<file path="src/rtl/spi_slave_tx_pkg.sv">
// Shared types and helpers for the multi-lane SPI slave transmitter.
// Lane mode decode, lane counts and output-enable patterns live here.
package spi_slave_tx_pkg;

  typedef enum logic [1:0] {
    SPI_STD  = 2'b00,
    SPI_DUAL = 2'b01,
    SPI_QUAD = 2'b10
  } spi_mode_e;

  typedef enum logic [1:0] {
    ST_IDLE  = 2'b00,
    ST_WAIT  = 2'b01,
    ST_SHIFT = 2'b10,
    ST_UNDER = 2'b11
  } tx_state_e;

  localparam logic [3:0] OEN_OFF  = 4'b1111;
  localparam logic [3:0] OEN_STD  = 4'b1101;
  localparam logic [3:0] OEN_DUAL = 4'b1100;
  localparam logic [3:0] OEN_QUAD = 4'b0000;

  // The reserved encoding 2'b11 behaves as standard single-lane mode.
  function automatic spi_mode_e decode_mode(input logic [1:0] m);
    spi_mode_e r;
    case (m)
      2'b01:   r = SPI_DUAL;
      2'b10:   r = SPI_QUAD;
      default: r = SPI_STD;
    endcase
    return r;
  endfunction

  function automatic int unsigned lane_count(input spi_mode_e m);
    int unsigned n;
    case (m)
      SPI_DUAL: n = 2;
      SPI_QUAD: n = 4;
      default:  n = 1;
    endcase
    return n;
  endfunction

  function automatic logic [3:0] lane_oen(input spi_mode_e m);
    logic [3:0] o;
    case (m)
      SPI_DUAL: o = OEN_DUAL;
      SPI_QUAD: o = OEN_QUAD;
      default:  o = OEN_STD;
    endcase
    return o;
  endfunction

endpackage

</file>
<file path="src/rtl/spi_slave_tx_fifo.sv">
// Synchronous word buffer for the SPI transmitter; a pushed word becomes
// visible at the head on the following cycle (no bypass path).
module spi_slave_tx_fifo #(
  parameter int unsigned DATA_WIDTH = 32,
  parameter int unsigned FIFO_DEPTH = 2,
  localparam int unsigned LW = $clog2(FIFO_DEPTH + 1)
) (
  input  logic                  clk_i,
  input  logic                  rst_ni,
  input  logic                  push_i,
  input  logic [DATA_WIDTH-1:0] push_data_i,
  input  logic                  pop_i,
  output logic [DATA_WIDTH-1:0] pop_data_o,
  output logic [LW-1:0]         level_o,
  output logic                  full_o,
  output logic                  empty_o
);

  localparam int unsigned PW = (FIFO_DEPTH > 1) ? $clog2(FIFO_DEPTH) : 1;

  logic [DATA_WIDTH-1:0] mem_q [FIFO_DEPTH];
  logic [PW-1:0]         wr_ptr_q;
  logic [PW-1:0]         rd_ptr_q;
  logic [LW-1:0]         count_q;
  logic                  do_push;
  logic                  do_pop;

  function automatic logic [PW-1:0] next_ptr(input logic [PW-1:0] p);
    return (p == PW'(FIFO_DEPTH - 1)) ? '0 : p + PW'(1);
  endfunction

  assign full_o     = (count_q == LW'(FIFO_DEPTH));
  assign empty_o    = (count_q == '0);
  assign level_o    = count_q;
  assign pop_data_o = mem_q[rd_ptr_q];
  assign do_push    = push_i && !full_o;
  assign do_pop     = pop_i && !empty_o;

  always_ff @(posedge clk_i) begin
    if (do_push) begin
      mem_q[wr_ptr_q] <= push_data_i;
    end
  end

  always_ff @(posedge clk_i or negedge rst_ni) begin
    if (!rst_ni) begin
      wr_ptr_q <= '0;
      rd_ptr_q <= '0;
      count_q  <= '0;
    end else begin
      if (do_push) begin
        wr_ptr_q <= next_ptr(wr_ptr_q);
      end
      if (do_pop) begin
        rd_ptr_q <= next_ptr(rd_ptr_q);
      end
      case ({do_push, do_pop})
        2'b10:   count_q <= count_q + LW'(1);
        2'b01:   count_q <= count_q - LW'(1);
        default: count_q <= count_q;
      endcase
    end
  end

endmodule

</file>
<file path="src/rtl/spi_slave_tx_mlane.sv">
// Multi-lane (std/dual/quad) SPI slave transmitter: buffers words and shifts
// them MSB first on each SCLK launch strobe while chip select is low.
module spi_slave_tx_mlane
  import spi_slave_tx_pkg::*;
#(
  parameter int unsigned DATA_WIDTH = 32,
  parameter int unsigned FIFO_DEPTH = 2,
  localparam int unsigned LW = $clog2(FIFO_DEPTH + 1)
) (
  input  logic                  clk_i,
  input  logic                  rst_ni,
  input  logic                  cs_ni,
  input  logic                  shift_en_i,
  input  logic [1:0]            mode_i,
  input  logic [DATA_WIDTH-1:0] data_i,
  input  logic                  valid_i,
  output logic                  ready_o,
  output logic [3:0]            sdo_o,
  output logic [3:0]            oen_o,
  output logic                  done_o,
  output logic                  underrun_o,
  output logic [LW-1:0]         level_o,
  output tx_state_e             state_o
);

  localparam int unsigned CW = $clog2(DATA_WIDTH);

  tx_state_e             state_q, state_d;
  logic [DATA_WIDTH-1:0] sr_q, sr_d;
  logic [CW-1:0]         cnt_q, cnt_d;
  spi_mode_e             mode_q, mode_d;

  logic                  pop;
  logic                  fifo_full;
  logic                  fifo_empty;
  logic [DATA_WIDTH-1:0] head;
  logic [CW-1:0]         beats_m1;
  logic [DATA_WIDTH-1:0] sr_shifted;
  logic                  last_beat;

  assign ready_o = !fifo_full;
  assign state_o = state_q;

  spi_slave_tx_fifo #(
    .DATA_WIDTH(DATA_WIDTH),
    .FIFO_DEPTH(FIFO_DEPTH)
  ) u_fifo (
    .clk_i      (clk_i),
    .rst_ni     (rst_ni),
    .push_i     (valid_i && ready_o),
    .push_data_i(data_i),
    .pop_i      (pop),
    .pop_data_o (head),
    .level_o    (level_o),
    .full_o     (fifo_full),
    .empty_o    (fifo_empty)
  );

  // Beat count and shift distance follow the mode latched at load time.
  always_comb begin
    beats_m1   = CW'(DATA_WIDTH - 1);
    sr_shifted = sr_q << 1;
    case (mode_q)
      SPI_DUAL: begin
        beats_m1   = CW'(DATA_WIDTH / 2 - 1);
        sr_shifted = sr_q << 2;
      end
      SPI_QUAD: begin
        beats_m1   = CW'(DATA_WIDTH / 4 - 1);
        sr_shifted = sr_q << 4;
      end
      default: ;
    endcase
  end

  assign last_beat = (cnt_q == beats_m1);

  always_ff @(posedge clk_i or negedge rst_ni) begin
    if (!rst_ni) begin
      state_q <= ST_IDLE;
      sr_q    <= '0;
      cnt_q   <= '0;
      mode_q  <= SPI_STD;
    end else begin
      state_q <= state_d;
      sr_q    <= sr_d;
      cnt_q   <= cnt_d;
      mode_q  <= mode_d;
    end
  end

  // Deselect wins over everything; loads always come from the buffer head.
  always_comb begin
    state_d    = state_q;
    sr_d       = sr_q;
    cnt_d      = cnt_q;
    mode_d     = mode_q;
    pop        = 1'b0;
    done_o     = 1'b0;
    underrun_o = 1'b0;
    if (cs_ni) begin
      state_d = ST_IDLE;
      sr_d    = '0;
      cnt_d   = '0;
      mode_d  = SPI_STD;
    end else begin
      case (state_q)
        ST_IDLE, ST_WAIT: begin
          if (!fifo_empty) begin
            pop     = 1'b1;
            sr_d    = head;
            cnt_d   = '0;
            mode_d  = decode_mode(mode_i);
            state_d = ST_SHIFT;
          end else begin
            state_d = ST_WAIT;
          end
        end
        default: begin
          if (shift_en_i) begin
            if (last_beat) begin
              cnt_d  = '0;
              done_o = (state_q == ST_SHIFT);
              if (!fifo_empty) begin
                pop     = 1'b1;
                sr_d    = head;
                mode_d  = decode_mode(mode_i);
                state_d = ST_SHIFT;
              end else begin
                sr_d       = '0;
                underrun_o = 1'b1;
                state_d    = ST_UNDER;
              end
            end else begin
              sr_d  = sr_shifted;
              cnt_d = cnt_q + CW'(1);
            end
          end
        end
      endcase
    end
  end

  // Lanes only carry data while a real word is loaded; underrun beats drive 0.
  always_comb begin
    sdo_o = '0;
    if (state_q == ST_SHIFT) begin
      case (mode_q)
        SPI_DUAL: sdo_o[1:0] = sr_q[DATA_WIDTH-1 -: 2];
        SPI_QUAD: sdo_o      = sr_q[DATA_WIDTH-1 -: 4];
        default:  sdo_o[1]   = sr_q[DATA_WIDTH-1];
      endcase
    end
  end

  always_comb begin
    case (state_q)
      ST_IDLE: oen_o = OEN_OFF;
      ST_WAIT: oen_o = lane_oen(decode_mode(mode_i));
      default: oen_o = lane_oen(mode_q);
    endcase
  end

  logic unused_lanes;
  assign unused_lanes = ^lane_count(mode_q);

endmodule

</file>
<file path="config.mk">
export PLATFORM = sky130hd
export DESIGN_NAME = spi_slave_tx_mlane
export DESIGN_NICKNAME = d
export VERILOG_FILES = /design/src/rtl/spi_slave_tx_pkg.sv /design/src/rtl/spi_slave_tx_fifo.sv /design/src/rtl/spi_slave_tx_mlane.sv
export SDC_FILE = /design/constraint.sdc
export NUM_CORES = 1
export LEC_CHECK = 0
export BUFFER_PORTS_ARGS = -buffer_cell sky130_fd_sc_hd__buf_2
export CAP_MARGIN = 15
export CORE_MARGIN = 4
export CORE_UTILIZATION = 63
export DETAILED_ROUTE_END_ITERATION = 10
export PLACE_DENSITY = 0.89
export SYNTH_ARGS = -nofsm -noshare
export SYNTH_HDL_FRONTEND = slang
export SYNTH_HIERARCHICAL = 1
export SYNTH_SLANG_ARGS = --single-unit
</file>
<file path="constraint.sdc">
create_clock -name clk_i -period 4.3 [get_ports clk_i]
set_clock_uncertainty 0.05 [all_clocks]
set_input_delay 0 -clock clk_i [delete_from_list [all_inputs] [get_ports clk_i]]
set_output_delay 0 -clock clk_i [all_outputs]
set_load 0.05 [all_outputs]
</file>
# After elaboration in Yosys (flattened, before gate mapping)

Memory sizes are Yosys's and may differ from the RTL's.
Cells that the tools add are included.

Memories kept: 1
Word-level logic and storage cells: 91
RAM bits: 64
Bits in registers: 45

Multiplexer cells: 52
Reduce and logical (&&, ||, !) cells: 13
Equal/unequal tests: 13
$add $sub $neg: 5

Memories:

| memory       | words | bits a word | rd ports | clocked after memory_dff | write ports | RTL line                | RTL |
|---|---|---|---|---|---|---|---|
| u_fifo.mem_q | 2     | 32          | 1        | 0                        | 1           | spi_slave_tx_fifo.sv:21 | `logic [DATA_WIDTH-1:0] mem_q [FIFO_DEPTH];` |

Operators by type and width:

| cell                                                               | count |
|---|---|
| 32-bit 2-to-1 mux                                                  | 6 |
| 32-bit case mux with 2 select lines                                | 1 |
| 5-bit 2-to-1 mux                                                   | 5 |
| 2-bit 2-to-1 mux                                                   | 12 |
| 4-bit case mux with 2 select lines                                 | 3 |
| 1-bit 2-to-1 mux                                                   | 20 |
| 2-bit == test, second input constant                               | 6 |
| 2-bit by 1-bit == test with 1-bit output, second input constant    | 5 |
| 5-bit case mux with 2 select lines                                 | 1 |
| 2-bit case mux with 2 select lines                                 | 2 |
| 3-bit nonzero test                                                 | 2 |
| 5-bit by 1-bit adder with 5-bit output, second input constant      | 1 |
| 5-bit == test                                                      | 1 |
| 2-bit logical NOT                                                  | 2 |
| 4-bit 2-to-1 mux                                                   | 1 |
| 2-bit AND reduction                                                | 2 |
| 1-bit logical AND                                                  | 3 |
| 3-bit inequality test, second input constant                       | 1 |
| 1-bit adder, second input constant                                 | 2 |
| 2-bit by 1-bit adder with 2-bit output, second input constant      | 1 |
| 1-bit logical NOT                                                  | 2 |
| 1-bit case mux with 2 select lines                                 | 1 |
| 2-bit nonzero test                                                 | 1 |
| 2-bit OR reduction                                                 | 1 |
| 2-bit by 1-bit subtractor with 2-bit output, second input constant | 1 |

# Longest topological paths before layout

Gate-level depths: netlist (run 1).

Word-level depth: 10
Gate-level depth with buffers: 12
Mapped depth without buffers: 10

# Cells and area by module

Netlist (run 1), hierarchy kept.

By module, submodules not included:

| module             | cells an instance | sequential area each (sq um) | times used | area an instance (sq um) |
|---|---|---|---|---|
| spi_slave_tx_fifo  | 118               | 2021.9                       | 1          | 2658.8 |
| spi_slave_tx_mlane | 265               | 1026.0                       | 1          | 2543.7 |

# Worst setup path before layout (run 1)

OpenSTA, ideal clock, no wires.

Path kind: reg-to-reg
Start point: register u_fifo.count_q[0] (netlist: u_fifo/level_o[0])
End point: memory u_fifo.mem_q[0][0] (enable)
Setup slack: 1300 ps
Clock period less this slack: 3000 ps
Setup time: 421 ps
Cell stages (with the launch flop): 6
Data arrival time: 2529 ps
Cell sequence: dfrtp_1 nand2b_1 inv_1 nor2b_1 nand2_1 nor2_1

Longest elaborated chain between the ends: 6

RTL lines:

| what                                     | RTL line                                          | RTL |
|---|---|---|
| start, declared                          | spi_slave_tx_fifo.sv:24                           | `logic [LW-1:0] count_q;` |
| start signal, assigned                   | spi_slave_tx_fifo.sv:58                           | `2'b10: count_q <= count_q + LW'(1);` |
| start signal, assigned                   | spi_slave_tx_fifo.sv:59                           | `2'b01: count_q <= count_q - LW'(1);` |
| start signal, assigned                   | spi_slave_tx_fifo.sv:60                           | `default: count_q <= count_q;` |
| 2-bit == test *                          | spi_slave_tx_fifo.sv:32                           | `assign full_o = (count_q == LW'(FIFO_DEPTH));` |
| named net fifo_full                      | spi_slave_tx_mlane.sv:34                          | `logic fifo_full;` |
| 1-bit logical NOT *                      | spi_slave_tx_fifo.sv:36, spi_slave_tx_mlane.sv:41 |  |
| 1-bit logical AND                        | spi_slave_tx_mlane.sv:50                          | `.push_i (valid_i && ready_o),` |
| 1-bit logical AND *                      | spi_slave_tx_fifo.sv:36                           | `assign do_push = push_i && !full_o;` |
| 1-bit 2-to-1 mux *                       | spi_slave_tx_fifo.sv:40                           | `if (do_push) begin` |
| 1-bit 2-to-1 mux (not written as such) * | spi_slave_tx_fifo.sv:41                           | `mem_q[wr_ptr_q] <= push_data_i;` |
| end, declared                            | spi_slave_tx_fifo.sv:21                           |  |

Mark *: on every way through the listed nets, which the timed path passes. The rest lies on a longest branch.

# Worst setup path after layout (run 1)

Start point: register mode_q[0]
End point: output port oen_o[0]

Longest elaborated chain between the ends: 3

RTL lines:

| what                                                                      | RTL line                  | RTL |
|---|---|---|
| start, declared                                                           | spi_slave_tx_mlane.sv:31  | `spi_mode_e mode_q, mode_d;` |
| start signal, assigned                                                    | spi_slave_tx_mlane.sv:88  | `mode_q <= mode_d;` |
| 2-bit == test or 2-bit by 1-bit == test with 1-bit output (tied branches) | --                        |  |
| 4-bit case mux with 2 select lines *                                      | spi_slave_tx_pkg.sv:46    | `case (m)` |
| 4-bit case mux with 2 select lines *                                      | spi_slave_tx_mlane.sv:157 | `case (state_q)` |
| end, declared                                                             | spi_slave_tx_mlane.sv:19  | `output logic [3:0] oen_o,` |

Every way passes the cells marked *; elsewhere a longest branch is shown, timed or not.

==> impl_metrics.toml, run 1 <==
[grt]
antenna_found_initial = 0
grt_pass1_vias = 3632
grt_overflow = 0
grt_usage = 0.228
grt_pass1_wl_um = 17800
grt_start_max_net_pins = 46

[power_and_ir_drop]
p_leak_nw = 2.44
vdd_drop_max_v = 0.000349
powerDensity_mw_per_mm2 = 589

[sta]
worst-slew-pin-transition_ns = 1.19
min_period_over_period = 0.774
min_period_ns = 3.33
rsz0062_at_grt = "false"
maxSlewHeadroom = 0.207
finalSetupViolations = 0
whs_ns = 0.0300
report.final.slew_viol_count = 0
hold_violations = 0
fmax_mhz = 301
setup_tns_ns = 0

[synth]
netlist_area_mm2 = 0.00520
synth_nets = 430
synth_top_area_cell = "edfxtp_1"
synth_common_cells = "edfxtp_1, dfrtp_1, nor2_1"
synth_top_family_by_area = "compound AO/OA/AOI/OAI gates"
synthXorXnorAreaFrac = 0.0152
synthCells = 383
synthArstFlopShare = 0.413
synth-simple-area-share = 0.0933
synth.avg_cell_area_um2 = 13.6
synth-edff-count = 64
yosysUniqueCellTypes = 43
synth_area_leaders = "edfxtp_1, dfrtp_1, mux2_4"
synth-compound-area-share = 0.139
synth_top_area_share = 0.369
synth_flop_cell = "edfxtp_1"
synth_most_common_cell = "edfxtp_1"
synthMuxAreaShare = 0.0979
yosysSeqAreaShare = 0.586
synth-seq-cells = 109
synthAdderAreaFrac = 0.0192
yosys_warnings = 6

[die]
pin_count = 54
fp.coreArea_mm2 = 0.00789
core.rowCount = 32
initial_core_util = 0.660
die_y_um = 98.9
die_x_um = 98.9
die-area_mm2 = 0.00978

[final_layout]
nNetsFinal = 504
multiInputGateArea_mm2 = 0.00191
final_cells = 564
antenna_cells = 0
final.fill_count = 472
area_delta_synth_final_pct = 15.7
final_layout_size_suffix_gt1_frac = 0.247
regArea_mm2 = 0.00305

[critical_path]
cp_slowest_cell = "ha_1"
critPathMaxFanout = 36
cp-start-kind = "flop"
critical-path-max-stage-delay_ns = 1.08
reg2regPathDepth = 6
crit_top_cell = "inv_1"
critical_path_required_ns = 4.25
end_kind = "primary output"
critPathArrivalTime_ns = 3.28
path_class = "reg -> out"
rrSetupSlack_ns = 1.15
r2r-end = "sr_q[12]$_DFFE_PN0P_"
path_cells = "inv_1, ha_1, inv_1, a21oi_1, buf_2"
rr_startpoint = "mode_q[0]$_DFFE_PN0P_"

[clocking]
clk_pin_slew_ns = 0.10
htreeDepth = 3
clock_sinks = 109
clock_latency_ns = 0.37
cts_resized = 0
cts_root_buf = "clkbuf_8"
clockBufferDepth = 2
post_cts_hold_buffer_count = 34
cts_buffers = 9
cts_tree = "yes"
post-cts-setup-buffers = 0

[route]
wire_per_inst_um = 18.9
via_per_inst = 6.47
ant_nets = 0
drc = 0
wirelength_um = 10600
drt-pass1-iter-count = 5
route.vias.total = 3650
drt-initial-drc-count = 412

[min_path]
holdCritPathClass = "in -> reg"
min_to = "u_fifo/wr_ptr_q$_DFFE_PN0P_"
whs_path_depth = 4
hold_path_startpoint = "valid_i"

[place]
io_buffers = 53
placed_cells = 513
place.gp.congestion = 0.822
dp_hpwl_um = 6320

[flow_run]
max-cap-violations = 0

[run_status]
status = "finished, final reports clean"
cell usage in the layout (no fill, tap or decap), drive strengths merged, types with 5 or more instances in the layout:
cell	synthesis	layout
edfxtp	64	64
buf	17	59
dfrtp	45	45
nor2	44	44
dlygate4sd3	0	34
mux2	32	32
nor3	31	31
a221o	31	31
a221oi	28	28
inv	10	11
clkbuf	13	9
nand2	8	8
ha	8	8
xnor2	5	5
per-layer routing:
metal / global-route usage / share of wire / vias to the layer above
met5: 0 / 0 / -
met2: 0.379 / 0.50 / 175
li1: - / - / 1625
met1: 0.297 / 0.40 / 1822
met4: 0.0956 / 0.025 / 0
met3: 0.0382 / 0.067 / 28
through the flow:
step | cell area (um^2) | total power [mW] | utilization | setup slack (ns)
finish | 6020 | 3.54 | 0.763 | 0.973
CTS | 5990 | 3.53 | 0.759 | 1.02
global route | 6020 | 3.73 | 0.763 | 0.776
detailed placement | 5430 | 2.84 | 0.688 | 1.25
floorplan | 5200 | 2.62 | - | 1.30
global placement | 5430 | 2.78 | 0.688 | 1.39
how the worst max path moves through the flow:
stage | endpoint | from | slack (ns)
final | oen_o[0] | mode_q[0]$_DFFE_PN0P_ | 0.97
after global routing | oen_o[0] | mode_q[0]$_DFFE_PN0P_ | 0.78
after CTS | oen_o[0] | mode_q[0]$_DFFE_PN0P_ | 1.02
after detailed placement | u_fifo/level_o[1]$_DFFE_PN0P_ | mode_q[0]$_DFFE_PN0P_ | 1.25
after global placement | u_fifo/level_o[1]$_DFFE_PN0P_ | mode_q[0]$_DFFE_PN0P_ | 1.39
after floorplan | u_fifo/mem_q[0][0]$_DFFE_PP_ | u_fifo/level_o[0]$_DFFE_PN0P_ | 1.30
cell families after synthesis:
kind of cell / after synthesis
flip-flops: 109
XOR/XNOR: 9
AO/OA/AOI/OAI: 78
AND/OR/NAND/NOR: 103
buffers and inverters: 40
multiplexers: 36
adder cells (fa/ha/maj): 8
worst max-delay path: cells and delay by family (launching register included):
kind                       cells  cell delay [ns]
DFF                            1             0.38
AOI/OAI and AO/OA              1             0.30
adders and majority gates      1             1.08
buffers and inverters          3             1.14
flip-flops by register name, summed over array words and instances, names as in the netlist:
signal and count:
state_o 2, sr_q 32, u_fifo/rd_ptr_q 1, u_fifo/mem_q 64, u_fifo/level_o 2, mode_q 2, u_fifo/wr_ptr_q 1, cnt_q 5
where the power goes:
group          switching (mW)  internal, mW  leakage, nW
clock network           0.353         0.330        0.107
registers               0.291          1.42         1.18
logic                   0.600         0.551         1.15
total                    1.24          2.30         2.44
final cells by class:
| type | count | area share |
|---|---|---|
| repair buffers | 93 | 0.111 |
| inverters | 10 | 0.00624 |
| clock buffers | 9 | 0.0206 |
| well taps | 102 | 0.0212 |
| multi-input cells | 234 | 0.318 |
| clock inverters | 7 | 0.0162 |
| flip-flops and latches | 109 | 0.507 |
No activity file was read; power rests on OpenSTA's default activity.
==> inputs of run 2 (changes only) <==
--- a/config.mk
+++ b/config.mk
@@ -8,9 +8,9 @@
 export BUFFER_PORTS_ARGS = -buffer_cell sky130_fd_sc_hd__buf_2
 export CAP_MARGIN = 15
 export CORE_MARGIN = 4
-export CORE_UTILIZATION = 63
+export CORE_UTILIZATION = 59
 export DETAILED_ROUTE_END_ITERATION = 10
-export PLACE_DENSITY = 0.89
+export PLACE_DENSITY = 0.84
 export SYNTH_ARGS = -nofsm -noshare
 export SYNTH_HDL_FRONTEND = slang
 export SYNTH_HIERARCHICAL = 1
==> constraint.sdc (replaced) <==
create_clock -name clk_i -period 3.4 [get_ports clk_i]
set_clock_uncertainty 0.05 [all_clocks]
set_input_delay 0 -clock clk_i [delete_from_list [all_inputs] [get_ports clk_i]]
set_output_delay 0 -clock clk_i [all_outputs]
set_load 0.05 [all_outputs]
==> run 2 against run 1 <==
Effect of this change:
- register-to-register slack got worse by 0.28 ns
- cell area up 0.46%
- non-clock buffer count is 3 higher
- critical path type is now reg -> reg
- die area is 6.2% higher
- largest power group unchanged
- sequential power rose by 27%
- core utilization down 4.2 points
- count of clock-buffer cells in the layout increased by 3
- highest routed layer unchanged
- cell count up 1.1%
- combinational power rose by 27%
- flip-flop and latch count unchanged
- power grew 28%
==> impl_metrics.toml, run 2 (synthesis gave the netlist of run 1 again) <==
[sta]
rsz0062_at_grt = "false"
finalSetupViolations = 0
min_period_over_period = 0.743
worst-slew-pin-transition_ns = 1.09
hold_violations = 0
min_period_ns = 2.53
maxSlewHeadroom = 0.277
setup_tns_ns = 0
whs_ns = 0.0370
report.final.slew_viol_count = 0
fmax_mhz = 396
setup_ws_ns = 0.874

[die]
die-area_mm2 = 0.0104
die_x_um = 102
fp.coreArea_mm2 = 0.00838
pin_count = 54
initial_core_util = 0.621
core.rowCount = 33
die_y_um = 102

[power_and_ir_drop]
p_leak_nw = 2.46
power.total_mw = 4.55
vdd_drop_max_v = 0.000405
powerDensity_mw_per_mm2 = 752

[place]
place.gp.congestion = 0.900
io_buffers = 53
dp_hpwl_um = 6280
post-place-ws_ns = 0.921
placed_cells = 520

[clocking]
cts_root_buf = "clkbuf_8"
cts_buffers = 9
htreeDepth = 3
post-cts-setup-buffers = 0
cts_tree = "yes"
clockBufferDepth = 2
clock_sinks = 109
clk_pin_slew_ns = 0.09
clock_latency_ns = 0.37

[route]
drt-initial-drc-count = 325
ant_nets = 0
route.vias.total = 3573
wire_per_inst_um = 18.4
via_per_inst = 6.27
wirelength_um = 10500
drc = 0
drt-pass1-iter-count = 5

[final_layout]
largest_register_ffs = 64
final_cells = 570
final_cell_mix = "edfxtp_1, buf_2, dfrtp_1"
antenna_cells = 0
largest_register = "u_fifo/mem_q"
top_regs = "u_fifo/mem_q: 64 flops, sr_q: 32 flops, cnt_q: 5 flops"
final.fill_count = 536
final_layout_size_suffix_gt1_frac = 0.249
nNetsFinal = 507
area_delta_synth_final_pct = 16.2
final_common_cell = "edfxtp_1"

[grt]
grt_pass1_vias = 3497
grt_pass1_wl_um = 17200
antenna_found_initial = 0
grt_overflow = 0
grt_usage = 0.211
grt_start_max_net_pins = 46

[critical_path]
end_kind = "flop"
reg2regPathDepth = 10
cp-start-kind = "flop"
critPathArrivalTime_ns = 2.77
critical_path_required_ns = 3.64
path_class = "reg -> reg"
critPathMaxFanout = 13

[min_path]
whs_path_depth = 4
holdCritPathClass = "in -> reg"

[run_status]
status = "finished, final reports clean"

[flow_run]
max-cap-violations = 0
run 2: cell count changes in the layout (fill, tap and decap cells not counted), sizes merged:
| cell | before | now |
|---|---|---|
| inv | 11 | 10 |
| buf | 59 | 62 |
| bufinv | 2 | 3 |
| clkinv | 3 | 0 |
| clkbuf | 9 | 12 |
run 2: repair_timing:
action,4_1_cts,5_1_grt
hold endpoints to repair,113,0
hold buffers,34,0
gates resized for setup,0,0
run 2: layout make-up:
| type | instances | area [um^2] | share of cell area |
|---|---|---|---|
| well taps | 105 | 131 | 0.0217 |
| multi-input cells | 234 | 1910 | 0.316 |
| repair buffers | 96 | 673 | 0.111 |
| inverters | 10 | 37.5 | 0.00621 |
| clock inverters | 4 | 97.6 | 0.0161 |
| flip-flops and latches | 109 | 3050 | 0.504 |
| clock buffers | 12 | 145 | 0.0240 |
run 2: metrics by stage:
step	cell area, um^2	util
2_1_floorplan	5200	-
3_3_place_gp	5460	0.652
3_5_place_dp	5460	0.652
4_1_cts	6040	0.721
5_1_grt	6040	0.721
6_report	6040	0.721
run 2: routing by layer:
| layer | routed length [um] | track usage | vias up | part of all wire |
|---|---|---|---|---|
| li1 | - | - | 1640 | - |
| met1 | 4540 | 0.296 | 1774 | 0.43 |
| met2 | 5090 | 0.339 | 147 | 0.49 |
| met3 | 710 | 0.0423 | 12 | 0.068 |
| met4 | 132 | 0.0575 | 0 | 0.013 |
| met5 | 0 | 0 | - | 0 |
run 2: power breakdown:
| part | internal [mW] | leakage (nW) | total [mW] | switching (mW) |
|---|---|---|---|---|
| Clock | 0.510 | 0.117 | 0.923 | 0.413 |
| Sequential | 1.79 | 1.18 | 2.17 | 0.370 |
| Combinational | 0.699 | 1.16 | 1.46 | 0.760 |
| Total | 3.00 | 2.46 | 4.55 | 1.54 |
run 2: worst max-delay path, cell delays in order (launching register included):
cell     delay (ns)
dfrtp_1        0.39
inv_1          0.08
ha_1           0.30
buf_4          0.20
xnor2_1        0.37
a41oi_4        0.23
nor2_4         0.12
nor2b_2        0.18
ha_1           0.27
nor2_1         0.14
xor2_1         0.14
run 2: worst paths after layout:
check,start,end,slack (ns)
max,mode_q[0]$_DFFE_PN0P_,u_fifo/level_o[1]$_DFFE_PN0P_,0.87
min,valid_i,u_fifo/wr_ptr_q$_DFFE_PN0P_,0.04
max reg2reg,mode_q[0]$_DFFE_PN0P_,u_fifo/level_o[1]$_DFFE_PN0P_,0.87
min reg2reg,u_fifo/level_o[1]$_DFFE_PN0P_,u_fifo/level_o[1]$_DFFE_PN0P_,0.47
max in group asynchronous,rst_ni,u_fifo/rd_ptr_q$_DFFE_PN0P_,2.34
min in group asynchronous,rst_ni,u_fifo/level_o[0]$_DFFE_PN0P_,0.29
